File: config.mk
export PLATFORM = sky130hd
export DESIGN_NAME = bgd_mac_pipe
export DESIGN_NICKNAME = d
export VERILOG_FILES = /design/src/rtl/bgd_mac_pipe.sv
export SDC_FILE = /design/constraint.sdc
export NUM_CORES = 1
export LEC_CHECK = 0
export ABC_CLOCK_PERIOD_IN_PS = 7900
export BUFFER_PORTS_ARGS = -buffer_cell sky130_fd_sc_hd__buf_2
export CORE_MARGIN = 2
export CORE_UTILIZATION = 30
export DETAILED_ROUTE_END_ITERATION = 10
export GPL_TIMING_DRIVEN = 0
export MAX_ROUTING_LAYER = met4
export PLACE_DENSITY = 0.54
export RECOVER_POWER = 50
export SETUP_SLACK_MARGIN = 0.02
export SLEW_MARGIN = 5
export SYNTH_ARGS = -nofsm -noshare
export SYNTH_HDL_FRONTEND = slang
export SYNTH_SLANG_ARGS = --single-unit
File: constraint.sdc
create_clock -name clk -period 7.9 [get_ports clk]
set_input_delay 0.395 -clock clk [delete_from_list [all_inputs] [get_ports clk]]
set_output_delay 0.395 -clock clk [all_outputs]
set_load 0.1 [all_outputs]
File: src/rtl/bgd_mac_pipe.sv
// bgd_mac_pipe: pipelined signed multiply / multiply-accumulate unit.
// S1 registers the operands, S2 forms the exact product, S3 holds the
// accumulator, S4 scales/rounds/saturates, and any further stages are
// plain delay registers so total latency is NUM_STAGE ce-enabled edges.
//
// Valid semantics: din_valid qualifies din0/din1/acc_en/acc_clr on a
// ce-enabled edge; dout_valid qualifies dout/dout_sat. There is no
// backpressure: every ce-enabled edge accepts one slot, valid or bubble.
// Bubbles travel down the pipe and never touch the accumulator.
module bgd_mac_pipe #(
    parameter int A_WIDTH    = 15,
    parameter int B_WIDTH    = 15,
    parameter int P_WIDTH    = 15,
    parameter int ACC_GUARD  = 4,
    parameter int FRAC_SHIFT = 0,
    parameter int ROUND_EN   = 0,
    parameter int SAT_EN     = 0,
    parameter int NUM_STAGE  = 4
) (
    input  logic                      clk,
    input  logic                      reset,
    input  logic                      ce,
    input  logic                      din_valid,
    input  logic signed [A_WIDTH-1:0] din0,
    input  logic signed [B_WIDTH-1:0] din1,
    input  logic                      acc_en,
    input  logic                      acc_clr,
    output logic                      dout_valid,
    output logic signed [P_WIDTH-1:0] dout,
    output logic                      dout_sat
);

    localparam int PROD_W = A_WIDTH + B_WIDTH;
    localparam int ACC_W  = PROD_W + ACC_GUARD;
    // Scaling is done two bits wider than both the accumulator and the
    // output so the rounding add cannot overflow and clip bounds always fit.
    localparam int EXT_W  = ((P_WIDTH > ACC_W) ? P_WIDTH : ACC_W) + 2;
    localparam int DLY_N  = NUM_STAGE - 3;

    localparam logic signed [EXT_W-1:0] RND =
        (ROUND_EN != 0 && FRAC_SHIFT > 0)
            ? (EXT_W'(1) <<< ((FRAC_SHIFT > 0) ? FRAC_SHIFT - 1 : 0))
            : '0;
    localparam logic signed [EXT_W-1:0] P_MAX =
        {{(EXT_W - P_WIDTH + 1){1'b0}}, {(P_WIDTH - 1){1'b1}}};
    localparam logic signed [EXT_W-1:0] P_MIN =
        {{(EXT_W - P_WIDTH + 1){1'b1}}, {(P_WIDTH - 1){1'b0}}};

    // Stage 1 registers
    logic signed [A_WIDTH-1:0] a_s1;
    logic signed [B_WIDTH-1:0] b_s1;
    logic                      v_s1;
    logic                      ae_s1;
    logic                      ac_s1;

    // Stage 2 registers
    logic signed [PROD_W-1:0]  prod_s2;
    logic                      v_s2;
    logic                      ae_s2;
    logic                      ac_s2;

    // Stage 3 registers
    logic signed [ACC_W-1:0]   acc;
    logic                      v_s3;

    // Stage 4 combinational scaling
    logic signed [ACC_W-1:0]   prod_ext;
    logic signed [EXT_W-1:0]   acc_x;
    logic signed [EXT_W-1:0]   rounded;
    logic signed [EXT_W-1:0]   shifted;
    logic        [P_WIDTH-1:0] s4_d;
    logic                      s4_sat;

    // Stage 4 and trailing delay registers; index DLY_N-1 drives the ports
    logic [P_WIDTH-1:0] d_pipe   [DLY_N];
    logic               sat_pipe [DLY_N];
    logic               v_pipe   [DLY_N];

    // Stage 1: capture operands and sample qualifiers
    always_ff @(posedge clk) begin
        if (reset) begin
            a_s1  <= '0;
            b_s1  <= '0;
            v_s1  <= 1'b0;
            ae_s1 <= 1'b0;
            ac_s1 <= 1'b0;
        end else if (ce) begin
            a_s1  <= din0;
            b_s1  <= din1;
            v_s1  <= din_valid;
            ae_s1 <= acc_en;
            ac_s1 <= acc_clr;
        end
    end

    // Stage 2: exact signed product
    always_ff @(posedge clk) begin
        if (reset) begin
            prod_s2 <= '0;
            v_s2    <= 1'b0;
            ae_s2   <= 1'b0;
            ac_s2   <= 1'b0;
        end else if (ce) begin
            prod_s2 <= a_s1 * b_s1;
            v_s2    <= v_s1;
            ae_s2   <= ae_s1;
            ac_s2   <= ac_s1;
        end
    end

    assign prod_ext = ACC_W'(prod_s2);

    // Stage 3: accumulator; a single register so back-to-back adds see the
    // previous sum without any forwarding
    always_ff @(posedge clk) begin
        if (reset) begin
            acc  <= '0;
            v_s3 <= 1'b0;
        end else if (ce) begin
            v_s3 <= v_s2;
            if (v_s2) begin
                if (ae_s2 && !ac_s2) begin
                    acc <= acc + prod_ext;
                end else begin
                    acc <= prod_ext;
                end
            end
        end
    end

    assign acc_x   = EXT_W'(acc);
    assign rounded = acc_x + RND;
    assign shifted = rounded >>> FRAC_SHIFT;

    // Stage 4 datapath: clip or wrap the scaled accumulator to P_WIDTH
    always_comb begin
        s4_d   = shifted[P_WIDTH-1:0];
        s4_sat = 1'b0;
        if (SAT_EN != 0) begin
            if (shifted > P_MAX) begin
                s4_d   = P_MAX[P_WIDTH-1:0];
                s4_sat = 1'b1;
            end else if (shifted < P_MIN) begin
                s4_d   = P_MIN[P_WIDTH-1:0];
                s4_sat = 1'b1;
            end
        end
    end

    // Stage 4 register plus stages 5..NUM_STAGE as a plain shift line
    always_ff @(posedge clk) begin
        if (reset) begin
            for (int i = 0; i < DLY_N; i++) begin
                d_pipe[i]   <= '0;
                sat_pipe[i] <= 1'b0;
                v_pipe[i]   <= 1'b0;
            end
        end else if (ce) begin
            d_pipe[0]   <= s4_d;
            sat_pipe[0] <= s4_sat;
            v_pipe[0]   <= v_s3;
            for (int i = 1; i < DLY_N; i++) begin
                d_pipe[i]   <= d_pipe[i-1];
                sat_pipe[i] <= sat_pipe[i-1];
                v_pipe[i]   <= v_pipe[i-1];
            end
        end
    end

    assign dout       = d_pipe[DLY_N-1];
    assign dout_sat   = sat_pipe[DLY_N-1];
    assign dout_valid = v_pipe[DLY_N-1];

endmodule

==> impl_metrics.env <==
export IMPL_outcome="completed"
export IMPL_min_period_over_period_pct=76.0
export IMPL_worst_slew_pin_slew_ns=1.22
export IMPL_drc=0
export IMPL_pwr_share_comb_pct=22.2
export IMPL_grtUsageTotal_pct=15.3
export IMPL_fill_cells=2541
export IMPL_chipHeight_um=159
export IMPL_tns_ns=0
export IMPL_place_area_um2=7860
export IMPL_finalSetupViolations=0
export IMPL_path_clk_slew_ns=0.07
export IMPL_grt_overflow=0
export IMPL_finalHoldWorstSlack_ns=0.266
export IMPL_dr_pass1_iters=5
export IMPL_place_congestion=0.846
export IMPL_rsz0062_at_grt="false"
export IMPL_ctsHtreeMaxLevel=3
export IMPL_switching_power_uw=383
export IMPL_hold_viol_final=0
export IMPL_grt_pass1_vias=5550
export IMPL_clock_latency_ns=0.36
export IMPL_syn_area_um2=7210
export IMPL_grt_first_pass_wirelength_um=29600
export IMPL_yosysTopAreaCell="fa_1"
export IMPL_p_clk_share_pct=38.2
export IMPL_fp_coreArea_um2=23500
export IMPL_synth_avg_cell_area_um2=9.12
export IMPL_antenna_found_initial=0
export IMPL_synthArstFlopShare_pct=0
export IMPL_insertedDiodeCount=0
export IMPL_cp_required_ns=8.14
export IMPL_crit_arrival_ns=6.25
export IMPL_holdBufCountCts=0
export IMPL_synth_top_area_share_pct=19.2
export IMPL_viasPerCell=4.60
export IMPL_cts_sinks=83
export IMPL_dp_hpwl_um=14300
export IMPL_numCtsBuffers=9
export IMPL_crit_type="reg2reg"
export IMPL_post_cts_setup_buffers=0
export IMPL_vias=5406
export IMPL_ir_drop_mv=0.0968
export IMPL_relSlewSlack_pct=19.1
export IMPL_cts_tree="yes"
export IMPL_area_growth_pct=13.2
export IMPL_fin_nets=1023
export IMPL_drtAntennaViolNets=0
export IMPL_path_max_fanout=10
export IMPL_cts_root_buf="clkbuf_16"
export IMPL_p_sw_share_pct=31.9
export IMPL_drt_first_iter_violations=234
export IMPL_final_layout_size_suffix_gt1_share_pct=6.07
export IMPL_clockBufferDepth=2
export IMPL_fin_area_um2=8160
export IMPL_fin_crit_ns=6.01
export IMPL_seqPwrFrac_pct=39.6
export IMPL_placementRows=56
export IMPL_ys_flop_type="dfxtp_1"
export IMPL_synthTopCellsByArea="fa_1 (19%), dfxtp_1 (19%), ha_1 (11%)"
export IMPL_maxCapViolCount=0
export IMPL_fmax_mhz=166
export IMPL_totalWireLength_um=18100
export IMPL_io_buffers=50
export IMPL_grt_max_degree=17
export IMPL_io_pins=53
export IMPL_power_density_nw_per_um2=147
export IMPL_final_max_slew_viol_count=0
export IMPL_ys_warnings_count=0
export IMPL_cp_end_kind="flop"
export IMPL_die_area_um2=25300
export IMPL_hp_class="in2reg"
export IMPL_yosysSeqAreaShare_pct=25.3
export IMPL_wire_per_inst_um=15.4
export IMPL_cts_resized=0
export IMPL_start_util_pct=30.6
export IMPL_die_x_um=159
export IMPL_p_leak_uw=0.00385
export IMPL_syn_num_nets=962
export IMPL_synth_edf_count=16
export IMPL_p_int_uw=818
export IMPL_synthCells=791
export IMPL_worstSetupStartpointType="flop"
export IMPL_skew_ns=0.0135
export IMPL_synth_seq_cells=83
export IMPL_ys_types=47
## power groups by stage
| stage | Combinational, uW | Clock (uW) | Sequential (uW) |
|---|---|---|---|
| 6_report | 266 | 458 | 476 |
| 5_1_grt | 300 | 482 | 478 |
| 4_1_cts | 271 | 468 | 476 |
| 2_1_floorplan | 174 | 0 | 503 |
| 3_3_place_gp | 267 | 0 | 485 |
| 3_5_place_dp | 269 | 0 | 485 |
## registers in the layout (all words and copies together), names as in the netlist
signal   cells
b_s1        15
ac_s1        1
v_s2         1
v_s1         1
ae_s1        1
d_pipe      15
acc         15
ae_s2        1
ac_s2        1
prod_s2     15
v_s3         1
a_s1        15
v_pipe       1
## synth_stat cells (2+ instances only)
library cell / instances
and3_1: 16
o21a_1: 6
dfxtp_1: 67
nor3_1: 4
xnor2_1: 31
mux2i_1: 47
a31oi_1: 8
and4_1: 4
nand3_1: 4
or3_1: 2
nand2_1: 90
o21bai_1: 3
a21oi_1: 25
edfxtp_1: 16
nor3b_1: 2
a22o_1: 2
nor2_1: 62
o21ai_1: 2
a311oi_1: 5
nor2b_1: 4
nand2b_1: 3
inv_1: 103
a211oi_1: 3
fa_1: 69
xor2_1: 13
and2_1: 53
a21o_1: 6
o211ai_1: 4
buf_1: 5
clkbuf_1: 33
o21ai_0: 18
ha_1: 66
## per-stage QoR
stage	instances	total power (uW)	utilization [%]	worst slack, ns
after floorplan	791	677	-	2.46
after global placement	1160	752	33.4	1.94
after detailed placement	1160	754	33.4	1.94
after CTS	1176	1210	34.7	1.91
after global routing	1176	1260	34.7	1.55
final	1176	1200	34.7	1.89
## cell families after synthesis
kind of cell,after synthesis,synth area share [%]
buffers and inverters,142,7.44
and+or+nand+nor,250,16.5
AOI/OAI and AO/OA,87,7.77
DFF,83,25.3
xor gates and xnor gates,45,5.66
adders and majority gates,135,30.6
muxes,48,6.68
other,1,0.0520
## worst paths after layout
path / start / slack [ns] / to / depth (start not counted)
worst min register to register: acc[1]$_SDFFE_PP0P_ / 0.47 / acc[1]$_SDFFE_PP0P_ / 2
worst max register to register: b_s1[2]$_SDFFE_PP0P_ / 1.89 / prod_s2[13]$_SDFFE_PP0P_ / 21
worst max-delay path: b_s1[2]$_SDFFE_PP0P_ / 1.89 / prod_s2[13]$_SDFFE_PP0P_ / 21
worst min-delay path: din0[4] / 0.27 / a_s1[4]$_SDFFE_PP0P_ / 3
## cell type report
cell class | instances | area, um2 | area share [%]
Tap cell | 319 | 399 | 4.89
Inverter | 103 | 387 | 4.74
Timing Repair Buffer | 50 | 229 | 2.81
Sequential cell | 83 | 1820 | 22.3
Clock buffer | 10 | 250 | 3.07
Multi-Input combinational cell | 566 | 4850 | 59.5
Clock inverter | 6 | 70.1 | 0.859
Buffer | 39 | 150 | 1.84
## layer usage
metal | GRT usage [%] | vias up | part of all wire [%]
met4 | 4.38 | 0 | 2.1
met3 | 2.74 | 28 | 3.8
met1 | 20.0 | 2593 | 49
met2 | 24.2 | 99 | 45
li1 | - | 2686 | -
met5 | - | - | 0
## critical path, cell delays in order (launching register included)
cell and delay, ns:
dfxtp_1 0.42, clkbuf_1 0.42, nand2_1 0.15, fa_1 0.54, fa_1 0.50, inv_1 0.05
fa_1 0.49, inv_1 0.05, fa_1 0.47, inv_1 0.06, fa_1 0.53, inv_1 0.06
fa_1 0.53, inv_1 0.04, ha_1 0.35, and4_1 0.18, a211oi_1 0.20, o21ai_1 0.14
a21o_1 0.20, a21oi_1 0.16, xnor2_1 0.14, a22o_1 0.20
## layout by cell type, fill, tap and decap left out, drive strengths merged, types with 2 or more instances in the layout
cell,netlist,routed
nor2,62,62
dfxtp,67,67
a211oi,3,3
inv,103,105
nor2b,4,4
and4,4,4
clkinv,0,3
mux2i,47,47
a41oi,2,2
xnor2,31,31
and2,54,54
or3,2,2
nand2,90,90
o211ai,4,4
a21oi,25,25
nand2b,3,3
nor3,4,4
o21a,6,6
nand3,4,4
and3,16,16
ha,66,66
o21bai,3,3
edfxtp,16,16
a21o,6,6
nor3b,2,2
a31oi,8,8
buf,6,35
o21ai,20,20
xor2,13,13
a311oi,6,6
fa,69,69
clkbuf,33,64
a22o,2,2
Power figures use the tool's default switching activity.
